[config.mk]
export PLATFORM = sky130hd
export DESIGN_NAME = multicycle_controller
export DESIGN_NICKNAME = d
export VERILOG_FILES = /design/src/rtl/cpu_ctrl_pkg.sv /design/src/rtl/opcode_decoder.sv /design/src/rtl/multicycle_controller.sv
export SDC_FILE = /design/constraint.sdc
export NUM_CORES = 1
export LEC_CHECK = 0
export BUFFER_PORTS_ARGS = -buffer_cell sky130_fd_sc_hd__buf_2
export CAP_MARGIN = 30
export CORE_MARGIN = 8
export CORE_UTILIZATION = 35
export CTS_CLUSTER_SIZE = 28
export DETAILED_ROUTE_END_ITERATION = 16
export GPL_TIMING_DRIVEN = 0
export MAX_ROUTING_LAYER = met4
export PLACE_DENSITY = 0.65
export SETUP_SLACK_MARGIN = 0.02
export SKIP_LAST_GASP = 1
export SYNTH_ARGS = -nofsm -noshare
export SYNTH_HDL_FRONTEND = slang
export SYNTH_SLANG_ARGS = --single-unit
[constraint.sdc]
create_clock -name clk -period 1.2 [get_ports clk]
set_input_delay 0.06 -clock clk [delete_from_list [all_inputs] [get_ports clk]]
set_output_delay 0.06 -clock clk [all_outputs]
set_load 0.005 [all_outputs]
[src/rtl/cpu_ctrl_pkg.sv]
// Shared encodings for the multi-cycle RV32I control FSM: states, opcodes,
// datapath select codes and the decoded instruction class.
package cpu_ctrl_pkg;

  typedef enum logic [2:0] {
    ST_IF   = 3'd0,
    ST_ID   = 3'd1,
    ST_EX   = 3'd2,
    ST_MEM  = 3'd3,
    ST_WB   = 3'd4,
    ST_HALT = 3'd5
  } state_e;

  localparam logic [6:0] OP_R      = 7'b0110011;
  localparam logic [6:0] OP_IMM    = 7'b0010011;
  localparam logic [6:0] OP_LOAD   = 7'b0000011;
  localparam logic [6:0] OP_STORE  = 7'b0100011;
  localparam logic [6:0] OP_BRANCH = 7'b1100011;
  localparam logic [6:0] OP_JAL    = 7'b1101111;
  localparam logic [6:0] OP_JALR   = 7'b1100111;
  localparam logic [6:0] OP_SYSTEM = 7'b1110011;

  localparam logic [1:0] PC_SRC_PLUS4  = 2'd0;
  localparam logic [1:0] PC_SRC_ALU    = 2'd1;
  localparam logic [1:0] PC_SRC_ALUOUT = 2'd2;

  localparam logic [1:0] WB_ALUOUT = 2'd0;
  localparam logic [1:0] WB_MDR    = 2'd1;
  localparam logic [1:0] WB_PC4    = 2'd2;

  localparam logic [1:0] SRCB_REG  = 2'd0;
  localparam logic [1:0] SRCB_FOUR = 2'd1;
  localparam logic [1:0] SRCB_IMM  = 2'd2;

  localparam logic [1:0] ALUOP_ADD    = 2'd0;
  localparam logic [1:0] ALUOP_BRANCH = 2'd1;
  localparam logic [1:0] ALUOP_FUNCT  = 2'd2;

  // Exactly one field is set for any opcode.
  typedef struct packed {
    logic r_type;
    logic i_arith;
    logic load;
    logic store;
    logic branch;
    logic jal;
    logic jalr;
    logic ecall;
    logic illegal;
  } inst_class_t;

endpackage

[src/rtl/opcode_decoder.sv]
// Maps the 7-bit RV32I major opcode onto a one-hot instruction class.
module opcode_decoder
  import cpu_ctrl_pkg::*;
(
  input  logic [6:0]  opcode_i,
  output inst_class_t class_o
);

  always_comb begin
    class_o = '0;
    case (opcode_i)
      OP_R:      class_o.r_type  = 1'b1;
      OP_IMM:    class_o.i_arith = 1'b1;
      OP_LOAD:   class_o.load    = 1'b1;
      OP_STORE:  class_o.store   = 1'b1;
      OP_BRANCH: class_o.branch  = 1'b1;
      OP_JAL:    class_o.jal     = 1'b1;
      OP_JALR:   class_o.jalr    = 1'b1;
      OP_SYSTEM: class_o.ecall   = 1'b1;
      default:   class_o.illegal = 1'b1;
    endcase
  end

endmodule

[src/rtl/multicycle_controller.sv]
// Control FSM for the multi-cycle RV32I datapath: sequences IF/ID/EX/MEM/WB,
// stalls on mem_ready and halts on an ECALL that the register file flags.
module multicycle_controller
  import cpu_ctrl_pkg::*;
(
  input  logic       clk,
  input  logic       reset,
  input  logic [6:0] opcode,
  input  logic       alu_bcond,
  input  logic       mem_ready,
  input  logic       is_halted,
  output logic       is_ecall,
  output logic       pc_write,
  output logic [1:0] pc_source,
  output logic       i_or_d,
  output logic       mem_read,
  output logic       mem_write,
  output logic       ir_write,
  output logic       reg_write,
  output logic [1:0] mem_to_reg,
  output logic       alu_src_a,
  output logic [1:0] alu_src_b,
  output logic [1:0] alu_op,
  output logic       halted,
  output logic [2:0] state
);

  state_e      state_q, state_d;
  inst_class_t cls;

  opcode_decoder u_dec (
    .opcode_i (opcode),
    .class_o  (cls)
  );

  always_ff @(posedge clk or negedge reset) begin
    if (!reset) state_q <= ST_IF;
    else        state_q <= state_d;
  end

  // Everything below is gated by reset so strobes drop the moment reset falls.
  always_comb begin
    state_d    = state_q;
    is_ecall   = 1'b0;
    pc_write   = 1'b0;
    pc_source  = PC_SRC_PLUS4;
    i_or_d     = 1'b0;
    mem_read   = 1'b0;
    mem_write  = 1'b0;
    ir_write   = 1'b0;
    reg_write  = 1'b0;
    mem_to_reg = WB_ALUOUT;
    alu_src_a  = 1'b0;
    alu_src_b  = SRCB_REG;
    alu_op     = ALUOP_ADD;
    halted     = 1'b0;
    state      = '0;

    if (reset) begin
      state = state_q;
      case (state_q)
        ST_IF: begin
          mem_read = 1'b1;
          ir_write = mem_ready;
          if (mem_ready) state_d = ST_ID;
        end

        ST_ID: begin
          alu_src_b = SRCB_IMM;
          if (cls.ecall) begin
            is_ecall = 1'b1;
            if (is_halted) begin
              state_d = ST_HALT;
            end else begin
              pc_write = 1'b1;
              state_d  = ST_IF;
            end
          end else if (cls.illegal) begin
            pc_write = 1'b1;
            state_d  = ST_IF;
          end else begin
            state_d = ST_EX;
          end
        end

        ST_EX: begin
          state_d = ST_IF;
          if (cls.r_type) begin
            alu_src_a = 1'b1;
            alu_op    = ALUOP_FUNCT;
            state_d   = ST_WB;
          end else if (cls.i_arith) begin
            alu_src_a = 1'b1;
            alu_src_b = SRCB_IMM;
            alu_op    = ALUOP_FUNCT;
            state_d   = ST_WB;
          end else if (cls.load || cls.store) begin
            alu_src_a = 1'b1;
            alu_src_b = SRCB_IMM;
            state_d   = ST_MEM;
          end else if (cls.branch) begin
            alu_src_a = 1'b1;
            alu_op    = ALUOP_BRANCH;
            pc_write  = 1'b1;
            pc_source = alu_bcond ? PC_SRC_ALUOUT : PC_SRC_PLUS4;
          end else if (cls.jal) begin
            reg_write  = 1'b1;
            mem_to_reg = WB_PC4;
            pc_write   = 1'b1;
            pc_source  = PC_SRC_ALUOUT;
          end else if (cls.jalr) begin
            alu_src_a  = 1'b1;
            alu_src_b  = SRCB_IMM;
            reg_write  = 1'b1;
            mem_to_reg = WB_PC4;
            pc_write   = 1'b1;
            pc_source  = PC_SRC_ALU;
          end
        end

        ST_MEM: begin
          i_or_d = 1'b1;
          if (cls.load) begin
            mem_read = 1'b1;
            if (mem_ready) state_d = ST_WB;
          end else if (cls.store) begin
            mem_write = 1'b1;
            if (mem_ready) begin
              pc_write = 1'b1;
              state_d  = ST_IF;
            end
          end else begin
            state_d = ST_IF;
          end
        end

        ST_WB: begin
          reg_write  = 1'b1;
          pc_write   = 1'b1;
          mem_to_reg = cls.load ? WB_MDR : WB_ALUOUT;
          state_d    = ST_IF;
        end

        ST_HALT: begin
          halted = 1'b1;
        end

        default: state_d = ST_IF;
      endcase
    end
  end

endmodule
==> impl_metrics.csv <==
group,metric,value,unit
global_route,grt_max_degree,10,
finish,final_cell_mix,"buf_2, buf_4, buf_6, nor2_1, nand2_1",
place,place.port_buffers,30,
timing,final.period_utilization,1.288,
power_and_ir_drop,switching_share,0.4315,
timing,period_needed,1.546,ns
floorplan,rows,14,
timing,finClkSkew,0.003317,ns
global_route,grt_pass1_wl,4319,um
cts,cts_buffers,3,
floorplan,num_io_pins,32,
floorplan,core,1471,um2
worst_setup_path,crit_arrival,1.49,ns
floorplan,die_h,55.21,um
finish,top_register,"state_q",
logic_synthesis,yosysSeqAreaShare,0.1395,
route,firstDrtPassIters,4,
finish,final_cell_area,1125,um2
status,violations,"negative setup slack",
power_and_ir_drop,p_clk_frac,0.159,
power_and_ir_drop,power.switching,0.4949,mW
route,drt_iter0_drc,49,
worst_setup_path,cp-start-kind,"flop",
power_and_ir_drop,power.density,1020,nW/um2
route,wl_per_cell,16.66,um
worst_setup_path,crit_path_max_fanout,4,
cts,clk_latency,0.24,ns
route,via_per_inst,5.747,
logic_synthesis,syn_area,538.0,um2
cts,cts_tree,"done",
global_route,antenna_found_initial,0,
cts,path_clk_slew,0.04,ns
finish,drive_above_1_share,0.6304,
route,drcViolationCount,0,
logic_synthesis,post_synth_num_cell_types,31,
finish,diodes,0,
place,place_area,715.7,um2
floorplan,die_w,55.21,um
finish,fillerInstances,95,
place,gp_congestion,0.8216,
timing,finalHoldViolCount,0,
route,vias,885,
finish,nNetsFinal,151,
global_route,grt_remaining_overflow,0,
timing,setup_ws,-0.3456,ns
timing,slew_violations,0,
timing,rsz0062_at_grt,"yes",
worst_setup_path,required,1.14,ns
power_and_ir_drop,ir_drop,0.9346,mV
route,ant_nets,0,
timing,setup_violations,20,
job,maxCapViolations,0,
floorplan,start_util,0.3656,
worst_setup_path,rr_worst_depth,6,
cts,htree_levels,1,
min_path,whs_path_depth,3,
logic_synthesis,yosysWarnings,0,
worst_setup_path,endpoint_kind,"output port",
route,wl,2566,um
power_and_ir_drop,p_leak,0.5575,nW
status,outcome,"complete, but fails checks",
cts,clockBufferDepth,2,
floorplan,dieArea,3048,um2
logic_synthesis,synth_seq_cells,3,
logic_synthesis,syn_nets,100,
power_and_ir_drop,seqPwrFrac,0.118,
place,dpl.hpwl,1408,um
finish,post-route-util,0.7645,
timing,max_clock_freq,647.0,MHz
power_and_ir_drop,internal_power,0.6520,mW
global_route,grt_pass1_vias,886,
logic_synthesis,synth_cells,88,
min_path,hp-class,"input pin to flop",
worst_setup_path,path_class,"flop to output port",
finish,syn_to_final_growth,109.1,%
finish,reg_top3,"state_q x3",
logic_synthesis,syn_area_per_cell,6.114,um2
global_route,grt_usage,0.1681,
cts,cts.sinks,3,
cts,cts-root-buf,"clkbuf_4",
power_and_ir_drop,total_power,1.147,mW
finish,largest_reg_flops,3,
timing,tns,-3.902,ns
finish,final_common_cell,"buf_2",
power_and_ir_drop,power_frac_comb,0.723,
timing,worst_hold_slack,0.1763,ns
## metrics by stage
stage | instances | setup slack [ns]
global route | 154 | -0.3999
CTS | 156 | -0.3964
floorplan | 88 | -0.1822
finish | 154 | -0.3456
global placement | 134 | -0.4828
detailed placement | 134 | -0.4892
## timing repair
| item | CTS | global route |
|---|---|---|
| buffers inserted | 19 | 1 |
| resized for setup | 40 | 20 |
| endpoints found under the hold margin | 3 | 0 |
| endpoints found under the setup margin | 18 | 21 |
| pin swaps | 16 | 11 |
| hold buffers | 1 | 0 |
## worst paths after layout
kind                       slack, ns              startpoint                     end
max                            -0.35  state_q[1]$_DFFE_PN0P_                pc_write
min                             0.18               is_halted  state_q[0]$_DFFE_PN0P_
max reg2reg                    -0.23  state_q[1]$_DFFE_PN0P_  state_q[0]$_DFFE_PN0P_
min reg2reg                     0.71  state_q[0]$_DFFE_PN0P_  state_q[0]$_DFFE_PN0P_
max in group asynchronous       0.72                   reset  state_q[1]$_DFFE_PN0P_
min in group asynchronous       0.32                   reset  state_q[2]$_DFFE_PN0P_
## per-layer routing
metal,GRT usage,vias to the layer above,wire (um)
met5,-,-,0
met4,0.08099,0,35
met3,0.04110,2,166
met2,0.2853,47,1331
met1,0.1775,419,1032
li1,-,417,-
## cell type report
class,count,area [um2],area share
repair buffers,49,337.8,0.3003
inverters,7,28.78,0.02558
plain buffers,3,33.78,0.03003
multi-input cells,72,600.6,0.5339
well taps,16,20.02,0.01780
flip-flops and latches,3,77.57,0.06897
clock buffers,4,26.28,0.02336
## kinds of logic (layout without fill, tap and decap cells)
logic type / after synthesis / after routing / share of synthesized area
simple gates: 49 / 49 / 0.4628
compound gates: 21 / 21 / 0.2674
buf+inv: 13 / 63 / 0.1047
flops: 3 / 3 / 0.1395
other cells: 1 / 1 / 0.006970
mux: 1 / 1 / 0.01861
## critical path, stage by stage, from the launching register on
cell,delay [ns]
dfrtp_2,0.44
buf_8,0.14
or2_4,0.26
o22ai_2,0.16
o31a_1,0.15
buf_2,0.11
## power by group through the flow
stage	Combinational (mW)	Sequential, mW	Clock [mW]
3_5_place_dp	0.418	0.126	0
3_3_place_gp	0.422	0.126	0
6_report	0.829	0.135	0.183
5_1_grt	0.892	0.136	0.200
2_1_floorplan	0.285	0.125	0
4_1_cts	0.740	0.129	0.184
## cells in the mapped netlist, drive strengths merged
cell     count  area, um2
and3         4      25.02
nor3         3      15.01
o31a         2      17.52
conb         1      3.750
dfrtp        3      75.07
and2         2      12.51
a211oi       1      7.510
or3          6      37.54
and4         1      8.760
nor2        12      45.04
a32o         1      10.01
a221oi       1      15.01
a31oi        2      12.51
nand4bb      1      11.26
o21ai        4      20.02
nor4         2      12.51
inv          7      26.28
buf          3      17.52
o22ai        4      25.02
nor2b        1      6.260
a21oi        4      20.02
nand2       11      41.29
nand2b       1      6.260
o311ai       1      8.760
or2          2      12.51
nand3        3      15.01
mux2i        1      10.01
clkbuf       3      12.51
a22oi        1      7.510
(Power assumes the default switching activity.)
